--- src/rtl/reg_arb_pkg.sv ---
// Shared types and constants for the register-file access arbiter.
package reg_arb_pkg;

  localparam int DEF_DATA_WIDTH = 32;
  localparam int DEF_ADDR_WIDTH = 5;

  // Width of a requester index (host, cmd, dat fit in two bits).
  localparam int GRANT_W = 2;

  localparam logic [GRANT_W-1:0] REQ_HOST = 2'd0;
  localparam logic [GRANT_W-1:0] REQ_CMD  = 2'd1;
  localparam logic [GRANT_W-1:0] REQ_DAT  = 2'd2;

  typedef enum logic [1:0] {
    ST_IDLE  = 2'd0,
    ST_ISSUE = 2'd1,
    ST_WAIT  = 2'd2,
    ST_DONE  = 2'd3
  } state_e;

endpackage

--- src/rtl/rr_arbiter.sv ---
// Combinational round-robin picker: the search starts one past the last
// granted requester and wraps, so every pending requester is reached
// within NUM_REQ grants.
module rr_arbiter
  import reg_arb_pkg::*;
#(
  parameter int NUM_REQ = 3
) (
  input  logic [NUM_REQ-1:0] req_i,
  input  logic [GRANT_W-1:0] last_i,
  output logic [GRANT_W-1:0] grant_o,
  output logic               valid_o
);

  // Walk the candidates in priority order and keep the first requester found.
  always_comb begin
    int                 cand;
    logic [GRANT_W-1:0] idx;
    // NOTE: every variable gets a default before any branch, so no path
    // through this block leaves a value unassigned and no latch is inferred.
    grant_o = '0;
    valid_o = 1'b0;
    cand    = 0;
    idx     = '0;
    for (int i = 1; i <= NUM_REQ; i++) begin
      cand = int'(last_i) + i;
      if (cand >= NUM_REQ) cand = cand - NUM_REQ;
      idx = GRANT_W'(cand);
      if (!valid_o && req_i[idx]) begin
        valid_o = 1'b1;
        grant_o = idx;
      end
    end
  end

endmodule

--- src/rtl/reg_arbiter.sv ---
// Serialises host/cmd/dat accesses onto the single register-file port:
// one req pulse per transaction, bounded wait for reg_ack, one-cycle
// ack/err back to the granted requester.
module reg_arbiter
  import reg_arb_pkg::*;
#(
  parameter int DATA_WIDTH  = DEF_DATA_WIDTH,
  parameter int ADDR_WIDTH  = DEF_ADDR_WIDTH,
  parameter int NUM_REQ     = 3,
  parameter int ACK_TIMEOUT = 15
) (
  input  logic                          clk,
  input  logic                          reset_n,
  input  logic [NUM_REQ-1:0]            req_i,
  input  logic [NUM_REQ-1:0]            rw_i,
  input  logic [NUM_REQ*ADDR_WIDTH-1:0] addr_i,
  input  logic [NUM_REQ*DATA_WIDTH-1:0] wdata_i,
  output logic [NUM_REQ-1:0]            ack_o,
  output logic [NUM_REQ-1:0]            err_o,
  output logic [DATA_WIDTH-1:0]         rdata_o,
  output logic                          busy_o,
  output logic [GRANT_W-1:0]            grant_o,
  output logic                          reg_req,
  output logic                          reg_rw,
  output logic [ADDR_WIDTH-1:0]         reg_addr,
  output logic [DATA_WIDTH-1:0]         reg_data_in,
  input  logic [DATA_WIDTH-1:0]         reg_data_out,
  input  logic                          reg_ack
);

  localparam int                CNT_W   = $clog2(ACK_TIMEOUT + 1);
  localparam logic [CNT_W-1:0]  CNT_MAX = CNT_W'(ACK_TIMEOUT);
  // Pointer value that makes the host win the first arbitration.
  localparam logic [GRANT_W-1:0] LAST_RST = GRANT_W'(NUM_REQ - 1);

  state_e                 state_q, state_d;
  logic [GRANT_W-1:0]     last_q,  last_d;
  logic [GRANT_W-1:0]     grant_q, grant_d;
  logic                   rw_q,    rw_d;
  logic [ADDR_WIDTH-1:0]  addr_q,  addr_d;
  logic [DATA_WIDTH-1:0]  wdata_q, wdata_d;
  logic [DATA_WIDTH-1:0]  rdata_q, rdata_d;
  logic [CNT_W-1:0]       cnt_q,   cnt_d;
  logic                   err_q,   err_d;

  logic [GRANT_W-1:0]     arb_grant;
  logic                   arb_valid;

  rr_arbiter #(
    .NUM_REQ (NUM_REQ)
  ) u_rr (
    .req_i   (req_i),
    .last_i  (last_q),
    .grant_o (arb_grant),
    .valid_o (arb_valid)
  );

  // State and datapath registers; reset abandons any access in flight.
  always_ff @(posedge clk or negedge reset_n) begin
    if (!reset_n) begin
      state_q <= ST_IDLE;
      last_q  <= LAST_RST;
      grant_q <= REQ_HOST;
      rw_q    <= 1'b0;
      addr_q  <= '0;
      wdata_q <= '0;
      rdata_q <= '0;
      cnt_q   <= '0;
      err_q   <= 1'b0;
    end else begin
      // NOTE: non-blocking assignments so every register samples the
      // pre-edge values, independent of statement order.
      state_q <= state_d;
      last_q  <= last_d;
      grant_q <= grant_d;
      rw_q    <= rw_d;
      addr_q  <= addr_d;
      wdata_q <= wdata_d;
      rdata_q <= rdata_d;
      cnt_q   <= cnt_d;
      err_q   <= err_d;
    end
  end

  // Sequencer: grant and latch in IDLE, pulse in ISSUE, bounded wait, report.
  always_comb begin
    state_d = state_q;
    last_d  = last_q;
    grant_d = grant_q;
    rw_d    = rw_q;
    addr_d  = addr_q;
    wdata_d = wdata_q;
    rdata_d = rdata_q;
    cnt_d   = cnt_q;
    err_d   = err_q;
    unique case (state_q)
      ST_IDLE: begin
        if (arb_valid) begin
          grant_d = arb_grant;
          rw_d    = rw_i[arb_grant];
          addr_d  = addr_i[arb_grant*ADDR_WIDTH +: ADDR_WIDTH];
          wdata_d = wdata_i[arb_grant*DATA_WIDTH +: DATA_WIDTH];
          state_d = ST_ISSUE;
        end
      end
      ST_ISSUE: begin
        cnt_d   = '0;
        err_d   = 1'b0;
        state_d = ST_WAIT;
      end
      ST_WAIT: begin
        // The counter only advances below its limit, so it saturates.
        if (reg_ack) begin
          rdata_d = reg_data_out;
          state_d = ST_DONE;
        end else if (cnt_q == CNT_MAX) begin
          err_d   = 1'b1;
          rdata_d = '0;
          state_d = ST_DONE;
        end else begin
          cnt_d = cnt_q + 1'b1;
        end
      end
      ST_DONE: begin
        last_d  = grant_q;
        state_d = ST_IDLE;
      end
      default: state_d = ST_IDLE;
    endcase
  end

  // Completion pulses go only to the requester that owns the transaction.
  always_comb begin
    ack_o = '0;
    err_o = '0;
    if (state_q == ST_DONE) begin
      ack_o[grant_q] = 1'b1;
      err_o[grant_q] = err_q;
    end
  end

  assign busy_o      = (state_q != ST_IDLE);
  assign grant_o     = grant_q;
  assign rdata_o     = rdata_q;
  assign reg_req     = (state_q == ST_ISSUE);
  assign reg_rw      = rw_q;
  assign reg_addr    = addr_q;
  assign reg_data_in = wdata_q;

endmodule

--- config.mk ---
export PLATFORM = sky130hd
export DESIGN_NAME = reg_arbiter
export DESIGN_NICKNAME = d
export VERILOG_FILES = /design/src/rtl/reg_arb_pkg.sv /design/src/rtl/rr_arbiter.sv /design/src/rtl/reg_arbiter.sv
export SDC_FILE = /design/constraint.sdc
export NUM_CORES = 1
export LEC_CHECK = 0
export CAP_MARGIN = 20
export CORE_MARGIN = 8
export CORE_UTILIZATION = 25
export CTS_CLUSTER_DIAMETER = 30
export CTS_CLUSTER_SIZE = 14
export DETAILED_ROUTE_END_ITERATION = 16
export PLACE_DENSITY = 0.56
export SETUP_SLACK_MARGIN = 0.3
export SYNTH_ARGS = -nofsm -noshare
export SYNTH_HDL_FRONTEND = slang
export SYNTH_SLANG_ARGS = --single-unit
--- constraint.sdc ---
create_clock -name clk -period 5.6 [get_ports clk]
set_clock_uncertainty 0.15 [all_clocks]
set_input_delay 1.12 -clock clk [delete_from_list [all_inputs] [get_ports clk]]
set_output_delay 1.12 -clock clk [all_outputs]
set_load 0.01 [all_outputs]
After elaboration in Yosys (flattened, before gate mapping)
Cells that the tools add are included.
{ "op_classes": {"reduce_logical": 14, "muxes": 33, "eq_ne": 9, "n_bitwise": 1, "magnitude_cmp": 9, "shifts": 2, "n_mul": 1, "n_addsub": 7} }
{ "op_table": {"columns": ["op", "n"], "rows": [
  ["$shiftx 96x8->32", 1],
  ["$mux 32", 2],
  ["$mux 2", 9],
  ["$lt 2x3->1 const B", 5],
  ["$shiftx 15x6->5", 1],
  ["$mux 1", 10],
  ["$ge 3x2->1 const B", 3],
  ["$bmux 1 s2", 4],
  ["$mux 4", 2],
  ["$ne 2x2->1 const B", 4],
  ["$pmux 2 s4", 1],
  ["$pmux 4 s2", 1],
  ["$add 2x2->3 const B", 2],
  ["$mux 3", 2],
  ["$reduce_and 2->1", 3],
  ["$reduce_and 3->1", 2],
  ["$reduce_bool 2->1", 3],
  ["$sub 2x1->2 const B", 3],
  ["$mul 2x3->5 const B", 1],
  ["$add 4x1->4 const B", 1],
  ["$eq 2x2->1 const B", 2],
  ["$eq 4x4->1 const B", 1],
  ["$add 2x1->3 const B", 1],
  ["$and 3x3->3", 1],
  ["8 further kinds", 11]
]} }
{ "totals": {"reg_bits": 81, "inputBits": 152, "out_inout_bits": 80} }

Logic depth before layout (Yosys ltp)
Gate-level depths: netlist of the first run.
{ "logic_depth": {"word_depth": 14, "depth_mapped": 11} }

By module
A second synthesis of the first run with hierarchy kept.
{ "unflattened": {"cells_unflattened": 408, "area_unflattened_um2": 4189.0} }
{ "modules_own_cells": {"columns": ["module", "cells_each", "area_per_inst_um2", "instances"], "rows": [
  ["reg_arbiter", 386, 4036.4, 1],
  ["rr_arbiter", 22, 152.6, 1]
]} }

Worst setup path before layout of the first run
Ideal clock, no wire load.
{ "synth_path": {"kind": "in2reg", "startpoint": "input req_i[1]", "endpoint": "register wdata_q[15] (netlist: reg_data_in[15])", "arrival_time_ps": 2556, "required_ps": 5325, "cell_stages": 8, "n_path_buf": 3, "setup_time_ps": 125, "path_slack_ps": 2769, "path_cell_list": "buf_2 mux2_2 a21o_1 o31ai_4 a21o_1 buf_6 buf_6 o21ai_2"} }
{ "synth_via": {"elab_chain_cells": 10} }
{ "synth_lines": {"columns": ["element", "line", "source"], "rows": [
  ["start: declaration", "reg_arbiter.sv:14", "input logic [NUM_REQ-1:0] req_i,"],
  ["$bmux 1 s2", "rr_arbiter.sv:29", "if (!valid_o && req_i[idx]) begin"],
  ["$mux 1 (implied by the code)", "rr_arbiter.sv:29", null],
  ["$mux 1", "rr_arbiter.sv:29", null],
  ["$logic_not 1->1", "rr_arbiter.sv:29", null],
  ["$logic_and 1x1->1", "rr_arbiter.sv:29", null],
  ["$mux 1", "rr_arbiter.sv:29", null],
  ["$logic_not 1->1", "rr_arbiter.sv:29", null],
  ["$logic_and 1x1->1", "rr_arbiter.sv:29", null],
  ["$mux 2 / $mux 1 (equally long branches)", "rr_arbiter.sv:29", null],
  ["$shiftx 96x8->32 / $reduce_and 2->1 (equally long branches)", null, null],
  ["end signal: assignment", "reg_arbiter.sv:78", "wdata_q <= wdata_d;"],
  ["end: declaration", "reg_arbiter.sv:41", "logic [DATA_WIDTH-1:0] wdata_q, wdata_d;"]
]} }
Several ways; a longest one is shown, not always the timed one. The select of a mux whose other input is x is not followed.
A chain may end at the register's enable or synchronous reset.

Worst setup path after layout of the first run
{ "layout_path": {"startpoint": "register last_q[0]", "endpoint": "register wdata_q[30] (netlist: reg_data_in[30])"} }
{ "layout_via": {"elab_chain_cells": 13} }
{ "layout_lines": {"columns": ["element", "line", "source"], "rows": [
  ["start: declaration", "reg_arbiter.sv:37", "logic [GRANT_W-1:0] last_q, last_d;"],
  ["start signal: assignment", "reg_arbiter.sv:74", "last_q <= last_d;"],
  ["$add 2x1->3", "rr_arbiter.sv:26", "cand = int'(last_i) + i;"],
  ["$ge 3x2->1 / $sub 2x1->2 (equally long branches)", "rr_arbiter.sv:27", "if (cand >= NUM_REQ) cand = cand - NUM_REQ;"],
  ["$mux 2", "rr_arbiter.sv:27", null],
  ["$bmux 1 s2", "rr_arbiter.sv:29", null],
  ["$mux 1 (implied by the code)", "rr_arbiter.sv:29", null],
  ["$mux 1", "rr_arbiter.sv:29", null],
  ["$logic_not 1->1", "rr_arbiter.sv:29", null],
  ["$logic_and 1x1->1", "rr_arbiter.sv:29", null],
  ["$mux 1", "rr_arbiter.sv:29", null],
  ["$logic_not 1->1", "rr_arbiter.sv:29", null],
  ["$logic_and 1x1->1", "rr_arbiter.sv:29", null],
  ["$mux 2 / $mux 1 (equally long branches)", "rr_arbiter.sv:29", null],
  ["$shiftx 96x8->32 / $reduce_and 2->1 (equally long branches)", null, null]
]} }
Several ways; a longest one is shown, not always the timed one. The select of a mux whose other input is x is not followed.

==> impl_metrics.ini, run 1 <==
[synthesis]
seq_area_frac_synth_pct = 38.74
synth_fa_ha_area_share_pct = 2.390
muxShareOfSynthArea_pct = 0.9799
syn_inst = 573
synth_area_mm2 = 0.005235
synth_nets = 735
synth_top_cell_area_share_pct = 38.24
synth-compound-area-share_pct = 35.52
synth-async-reset-ratio_pct = 100.0
synth-simple-area-share_pct = 12.62
synth-xor-area-share_pct = 0
ys_warn_count = 0
synthTopCellsByArea = dfrtp_1, a32oi_1, and4_1, a22o_1, a211oi_1
postSynthAreaPerCell_um2 = 9.136
synth_top_area_cell = dfrtp_1
synth_cell_types = 49
yosysMostFrequentCell = dfrtp_1
ys.flop_type = dfrtp_1
synth_edf_count = 0
synth_seq_cells = 81
synth_top_family_by_area = compound AO/OA/AOI/OAI gates
synth_common_cells = dfrtp_1, inv_1, a21oi_1, a31oi_1, nand2_1

[die]
initial_core_util_pct = 25.22
row_count = 53
core_area_mm2 = 0.02076
num_io_pins = 232
die_height_um = 160.7
die-area_mm2 = 0.02583
die_w_um = 160.7

[placement]
place_congestion = 0.7395
place_ws_ns = 1.656
post-dp-hpwl_um = 14580
port_buffers = 231

[sta]
fin_setup_tns_ns = 0
min_period_ns = 3.604
slew_violations = 0
clock.fmax_ghz = 0.2775
tightest_slew_ns = 0.9646
fin_ws_ns = 1.996
grt_setup_unrepaired = no
slew_headroom_pct = 35.69
hold_viol_final = 0
period_share_pct = 64.35
setup-violations-final = 0

[worst_setup_path]
slowest_stage = ha_1
cp_max_fo = 31
r2r_end = reg_data_in[30]
rrSetupSlack_ns = 2.00
path_class = reg2reg
cp.arrival_ns = 3.65
r2r_cells = 8
critPathTopFamily = compound AO/OA/AOI/OAI gates
worst-path-buf-inv = 2
crit_path_end_kind = flop
critPathMaxStageDelay_ns = 0.81
cp.required_ns = 5.65
crit_chain = inv_1 -> ha_1 -> nor3b_2 -> a31oi_4 -> buf_4 -> a31oi_1 -> a211oi_1 -> o21ai_1
startpoint_type = flop
reg2reg_from = last_q[0]

[finish]
drive_above_1_share_pct = 7.311
fin_nets = 923
diodes = 0
area_growth_pct = 52.77

[routing]
vias_per_cell = 5.151
drtAntennaViolNets = 0
drcViolationCount = 0
drt_pass1_iterations = 4
post_drt_wl_per_cell_um = 19.95
routed_wl_um = 20770
vias = 5362
drtIter0Drc = 382

[job]
max_cap_violations = 0

[hold_path]
min_to = reg_data_in[22]
hp-start = reg_data_in[22]
hold_depth = 2
worstHoldPathType = reg2reg

[clock_network]
root_buffer = clkbuf_16
ctsLongestPathBuffers = 2
cts-buffers-inserted = 9
ctsHoldBuffers = 0
cts-resized-gates = 0
cts_tree = yes
clock_latency_ns = 0.35
cts_sinks = 81
cts_setup_buffers = 0
cts-htree-levels = 3
clk_pin_slew_worst_paths_ns = 0.07

[outcome]
status = finished, final reports clean

[pwr]
power_density_mw_per_mm2 = 565.9
vdd_drop_max_mv = 0.2873
leakage_nw = 3.244

[grt]
grt_pass1_wl_um = 31820
grt_pass1_vias = 5343
grt_use_total_pct = 15.44
grt_start_max_net_pins = 79
antenna_found_initial = 3
grt.overflow.total = 0
state kept, by name, summed over array words and instances (netlist names):
register	flops
rdata_o	32
reg_data_in	32
reg_addr	5
cnt_q	4
grant_o	2
last_q	2
state_q	2
err_q	1
reg_rw	1
area by class of cell:
cell class              instances  area (um2)
inverters                      47       176.4
multi-input cells             377        2749
well taps                     275       344.1
flip-flops and latches         81        2028
repair buffers                245        2415
clock inverters                 7       60.06
clock buffers                   9       225.2
fillers                      2120       12760
worst reg2reg max path, cell delays in order, from the launching register on:
cell,delay (ns)
dfrtp_1,0.54
inv_1,0.21
ha_1,0.81
nor3b_2,0.17
a31oi_4,0.54
buf_4,0.40
a31oi_1,0.14
a211oi_1,0.41
o21ai_1,0.10
placed cells by master (no fill, tap or decap), types with 2 or more instances in the layout:
cell type        Yosys  routed
nor2_1               3       3
inv_1               46      46
a22o_1              34      34
a21oi_1             42      42
a211oi_1            39      39
and2_1               6       6
and3b_1              2       2
clkbuf_16            0       9
a21o_1               4       3
o21ai_2             10      10
o21ai_0              7       7
nand4_1              2       2
mux2i_1              4       4
ha_1                10      10
nand2b_1             2       2
nand3_1              2       2
a22oi_1              2       2
dfrtp_1             80      80
clkdlybuf4s50_1      0     230
nand2_1             40      40
a32oi_1             38      38
inv_6                0       4
o2bb2ai_1            2       2
and4_1              38      38
o21ai_1             29      29
clkinv_4             0       2
buf_4                6      15
a31oi_1             41      41
stage by stage:
| stage | util (%) | hold WS (ns) | power [W] | cell area [um2] | std cells |
|---|---|---|---|---|---|
| 3_5_place_dp | 37.16 | 0.3301 | 0.003974 | 7712 | 1025 |
| 2_1_floorplan | - | 0.3436 | 0.002846 | 5235 | 573 |
| 3_3_place_gp | 37.16 | 0.3240 | 0.003952 | 7712 | 1025 |
| 5_1_grt | 38.53 | 0.3678 | 0.004864 | 7998 | 1041 |
| 6_report | 38.53 | 0.3461 | 0.004526 | 7998 | 1041 |
| 4_1_cts | 38.53 | 0.3490 | 0.004579 | 7998 | 1041 |
cells by family (layout without fill, tap and decap cells):
logic type	Yosys count	after routing
and+or+nand+nor	103	103
DFF	81	81
AOI/OAI and AO/OA	259	259
adders and majority gates	10	10
muxes	5	5
buffers and inverters	115	308
power by group:
| group | internal, W | switching, W | total [W] | leakage, nW |
|---|---|---|---|---|
| Combinational | 0.00126 | 0.00166 | 0.00292 | 2.10 |
| Sequential | 0.000865 | 0.000161 | 0.00103 | 1.01 |
| Clock | 0.000309 | 0.000273 | 0.000582 | 0.137 |
how the worst max path moves through the flow:
stage | startpoint | endpoint | slack, ns | cells past startpoint
finish | last_q[0] | reg_data_in[30] | 2.00 | 8
global route | last_q[0] | reg_data_in[15] | 1.79 | 8
CTS | last_q[0] | reg_data_in[14] | 1.98 | 8
detailed placement | req_i[1] | reg_data_in[30] | 1.66 | 6
global placement | req_i[1] | reg_data_in[31] | 1.67 | 6
floorplan | req_i[1] | reg_data_in[15] | 2.77 | 8
routing by layer:
metal | GRT usage (%) | vias to the layer above | wire (um)
met5 | 0 | - | 41
met4 | 3.367 | 6 | 237
met3 | 6.143 | 18 | 1950
met2 | 22.78 | 210 | 8913
met1 | 20.81 | 2544 | 9628
li1 | - | 2584 | -
(Power assumes the default switching activity.)
==> run 2: changes to the inputs <==
- PLACE_DENSITY: 0.56 -> 0.58
- clock period: 5.6 -> 3 ns (I/O delays scaled with it)
==> impl_metrics.ini, run 2 (synthesis gave the netlist of run 1 again) <==
[outcome]
status = finished, final reports clean

[die]
die_height_um = 160.7
row_count = 53
die_w_um = 160.7
initial_core_util_pct = 25.22
num_io_pins = 232
core_area_mm2 = 0.02076
die-area_mm2 = 0.02583

[sta]
setup-violations-final = 0
slew_headroom_pct = 65.78
tightest_slew_ns = 0.5133
grt_setup_unrepaired = no
hold_viol_final = 0
min_period_ns = 2.593
clock.fmax_ghz = 0.3857
slew_violations = 0
period_share_pct = 86.42

[routing]
vias_per_cell = 5.211
drtIter0Drc = 380
drt_pass1_iterations = 5
vias = 5518
drtAntennaViolNets = 0
routed_wl_um = 21020
drcViolationCount = 0
post_drt_wl_per_cell_um = 19.85

[hold_path]
worstHoldPathType = in2async

[pwr]
internal_power_w = 0.005083
p_sw_share_pct = 44.46
power_density_mw_per_mm2 = 1088
comb_power_share_pct = 66.1
leakage_nw = 3.430
switchingPower_w = 0.004069
vdd_drop_max_mv = 0.4584
p_seq_share_pct = 21.0
pwr-share-clk_pct = 12.9

[finish]
final_util_pct = 40.52
fin_nets = 941
drive_above_1_share_pct = 11.22
instances_no_fill = 1059
diodes = 0
final-seq-area_mm2 = 0.002028
layout_common_cells = clkdlybuf4s50_1, dfrtp_1, inv_1
multi_input_area_mm2 = 0.002840
n_fill_cell = 2047
area_growth_pct = 60.66
layout.cells.most_common = clkdlybuf4s50_1

[clock_network]
cts-buffers-inserted = 9
cts-htree-levels = 3
root_buffer = clkbuf_16
clk_pin_slew_worst_paths_ns = 0.07
ctsHoldBuffers = 0
cts_sinks = 81
ctsLongestPathBuffers = 2
clock_latency_ns = 0.35
cts_tree = yes

[placement]
port_buffers = 231
place_congestion = 0.7733
post-dp-hpwl_um = 15060
dp_cells = 1040

[grt]
grt_pass1_vias = 5515
grt_pass1_wl_um = 32620
antenna_found_initial = 2
grt_start_max_net_pins = 54
grt_use_total_pct = 15.78
grt.overflow.total = 0

[worst_setup_path]
cp.required_ns = 2.25
cp_max_fo = 7
startpoint_type = flop
cp.arrival_ns = 1.84
slowest_stage = clkdlybuf4s50_1
critPathMaxStageDelay_ns = 0.53
crit_chain = ha_4 -> nor3b_2 -> and2_1 -> clkdlybuf4s50_1
path_class = reg2out
crit_path_end_kind = primary output

[job]
max_cap_violations = 0
==> run 2: cell types whose count changed in the layout (fill, tap and decap cells not counted), moves of 2 or more <==
cell / previous run / this run
ha_4: 0 / 2
a211oi_2: 0 / 11
buf_4: 15 / 20
a211oi_1: 39 / 28
buf_12: 0 / 13
ha_1: 10 / 8
==> run 2: routing by layer <==
| metal | GRT usage (%) | routed length [um] | vias up | part of all wire, % |
|---|---|---|---|---|
| met5 | 0 | 9 | - | 0.043 |
| met4 | 4.209 | 318 | 2 | 1.5 |
| met3 | 6.680 | 2253 | 24 | 11 |
| met2 | 23.72 | 9194 | 257 | 44 |
| met1 | 20.40 | 9245 | 2621 | 44 |
| li1 | - | - | 2614 | - |
==> run 2: power groups by stage <==
stage          combinational [W]  clock, W  sequential (W)
5_1_grt                  0.00655   0.00126         0.00199
3_3_place_gp             0.00586         0         0.00194
6_report                 0.00605   0.00118         0.00193
4_1_cts                  0.00598   0.00122         0.00193
3_5_place_dp             0.00590         0         0.00194
2_1_floorplan            0.00320         0         0.00211
==> run 2: worst max-delay path, delay by kind of cell, from the launching register on <==
kind,cells,cell delay (ns)
fa+ha+maj,1,0.20
buf+inv,1,0.53
flops,1,0.45
simple gates,2,0.33
==> run 2: through the flow <==
step | worst slack (ns) | hold WS, ns | power, W | TNS (ns) | area, um2
floorplan | 0.4595 | 0.1544 | 0.005313 | 0 | 5235
global placement | -0.04011 | 0.3241 | 0.007793 | -0.06808 | 7988
detailed placement | -0.08429 | 0.3251 | 0.007837 | -0.3498 | 7988
CTS | 0.3145 | 0.08381 | 0.009126 | 0 | 8339
global route | 0.3066 | 0.1071 | 0.009803 | 0 | 8411
finish | 0.4074 | 0.07285 | 0.009152 | 0 | 8411
==> run 2: area by class of cell <==
type	instances	share of cell area [%]
Timing Repair Buffer	263	32.28
Multi-Input combinational cell	377	33.77
Tap cell	275	4.091
Inverter	47	2.098
Clock buffer	9	2.678
Clock inverter	7	0.9670
Sequential cell	81	24.11
==> run 2: worst paths after layout <==
check / start / to / cells past startpoint / slack, ns
max: state_q[0] / err_o[0] / 4 / 0.41
min: reset_n / rdata_o[12] / 1 / 0.07
min in group clk: reg_data_in[17] / reg_data_in[17] / 2 / 0.34
min reg2reg: reg_data_in[17] / reg_data_in[17] / 2 / 0.34
max in group asynchronous: reset_n / last_q[1] / 2 / 1.95
max reg2reg: last_q[1] / reg_data_in[1] / 8 / 0.42
==> run 2: what timing repair did <==
action / CTS / global route
setup buffers: 0 / 3
setup endpoints to repair: 33 / 37
pin swaps: 1 / 2
resized for setup: 10 / 9
cloned: 0 / 0
==> run 3: changes to the inputs <==
- CORE_ASPECT_RATIO: not set -> 0.7
==> impl_metrics.ini, run 3 (synthesis gave the netlist of run 1 again) <==
[clock_network]
cts-htree-levels = 3
clock_latency_ns = 0.35
ctsHoldBuffers = 0
cts-buffers-inserted = 9
cts_sinks = 81
clk_pin_slew_worst_paths_ns = 0.07
ctsLongestPathBuffers = 2
root_buffer = clkbuf_16
cts_tree = yes

[die]
num_io_pins = 232
core_area_mm2 = 0.02064
initial_core_util_pct = 25.36
die-area_mm2 = 0.02590
die_height_um = 137.1
row_count = 44
die_w_um = 189.0

[sta]
hold_viol_final = 0
slew_violations = 0
grt_setup_unrepaired = yes
min_period_ns = 2.651
slew_headroom_pct = 59.72
period_share_pct = 88.36
tightest_slew_ns = 0.6043
fin_setup_tns_ns = 0
clock.fmax_ghz = 0.3773
fin_ws_ns = 0.3493
setup-violations-final = 0

[placement]
port_buffers = 231
post-dp-hpwl_um = 15760
place_ws_ns = 0.1264
place_congestion = 0.8423

[grt]
grt_pass1_wl_um = 33820
grt_pass1_vias = 5602
grt_use_total_pct = 16.59
antenna_found_initial = 1
grt_start_max_net_pins = 78
grt.overflow.total = 0

[pwr]
leakage_nw = 3.672
power_density_mw_per_mm2 = 1149
vdd_drop_max_mv = 0.5131

[worst_setup_path]
worst-path-buf-inv = 5
startpoint = last_q[1]
r2r_cells = 11
slowest_stage = dfstp_2
path_depth = 11
critPathTopFamily = buffers and inverters
startpoint_type = flop
cp_max_fo = 20
crit_chain = inv_4 -> ha_4 -> buf_6 -> nor3b_4 -> buf_6 -> a21oi_4 -> buf_6 -> clkbuf_16 -> and4_1 -> a211oi_2 -> o21ai_4
crit_path_end_kind = flop
cpMostUsedCell = buf_6
cp.required_ns = 3.08
path_class = reg2reg
reg2reg_from = last_q[1]
critPathMaxStageDelay_ns = 0.57
cp.arrival_ns = 2.73

[finish]
layout_common_cells = clkdlybuf4s50_1, dfrtp_1, inv_1
fin_nets = 968
layout.cells.most_common = clkdlybuf4s50_1
area_growth_pct = 71.25
drive_above_1_share_pct = 18.74

[outcome]
status = finished, final reports clean

[job]
max_cap_violations = 0

[routing]
drt_pass1_iterations = 5
vias = 5664
drtIter0Drc = 310
post_drt_wl_per_cell_um = 21.26
routed_wl_um = 23130
drcViolationCount = 0
vias_per_cell = 5.206
drtAntennaViolNets = 0

[hold_path]
worstHoldPathType = in2async
[run 3: path summary, 6_finish.rpt]
path / endpoint / slack (ns)
max in group asynchronous: reg_data_in[18] / 1.95
hold / removal: last_q[0] / 0.11
hold reg to reg: reg_data_in[2] / 0.34
min in group clk: reg_data_in[2] / 0.34
setup / recovery: reg_data_in[11] / 0.35
setup reg to reg: reg_data_in[11] / 0.35
[run 3: worst reg2reg max path, cell delays in order (launching register included)]
cell       delay [ns]
dfstp_2          0.57
inv_4            0.05
ha_4             0.26
buf_6            0.13
nor3b_4          0.24
buf_6            0.14
a21oi_4          0.07
buf_6            0.15
clkbuf_16        0.17
and4_1           0.17
a211oi_2         0.35
o21ai_4          0.09
[run 3: repair_timing]
action / 4_1_cts / 5_1_grt
cloned: 0 / 6
setup endpoints to repair: 43 / 46
pin swaps: 0 / 34
gates resized for setup: 3 / 71
setup buffers: 0 / 9
[run 3: cell type report]
cell class | count | area, um2
Fill cell | 1994 | 11680
Timing Repair Buffer | 290 | 3107
Multi-Input combinational cell | 377 | 3018
Sequential cell | 81 | 2028
Tap cell | 276 | 345.3
Clock buffer | 9 | 225.2
Inverter | 47 | 178.9
Clock inverter | 7 | 60.06
Antenna cell | 1 | 2.502
[run 3: power breakdown]
group,internal (W),switching (W),leakage [nW]
registers,0.00161,0.000334,1.01
clock network,0.000576,0.000520,0.131
logic,0.00351,0.00374,2.53
[run 3: metrics by stage]
step	std cells	cell area [um2]	util, %	hold slack [ns]	power, W
6_report	1088	8965	43.42	0.1071	0.01030
5_1_grt	1087	8962	43.41	0.1362	0.01096
4_1_cts	1072	8431	40.84	0.1229	0.009306
3_5_place_dp	1056	8128	39.37	0.3294	0.008144
3_3_place_gp	1056	8128	39.37	0.3238	0.008099
2_1_floorplan	573	5235	-	0.1544	0.005313
[run 3: per-layer routing]
metal / vias up / part of all wire (%) / GRT usage [%]
met3: 21 / 9.1 / 6.619
met5: - / 0.074 / 0
li1: 2679 / - / -
met1: 2756 / 45 / 21.71
met4: 2 / 1.3 / 3.983
met2: 206 / 44 / 25.24
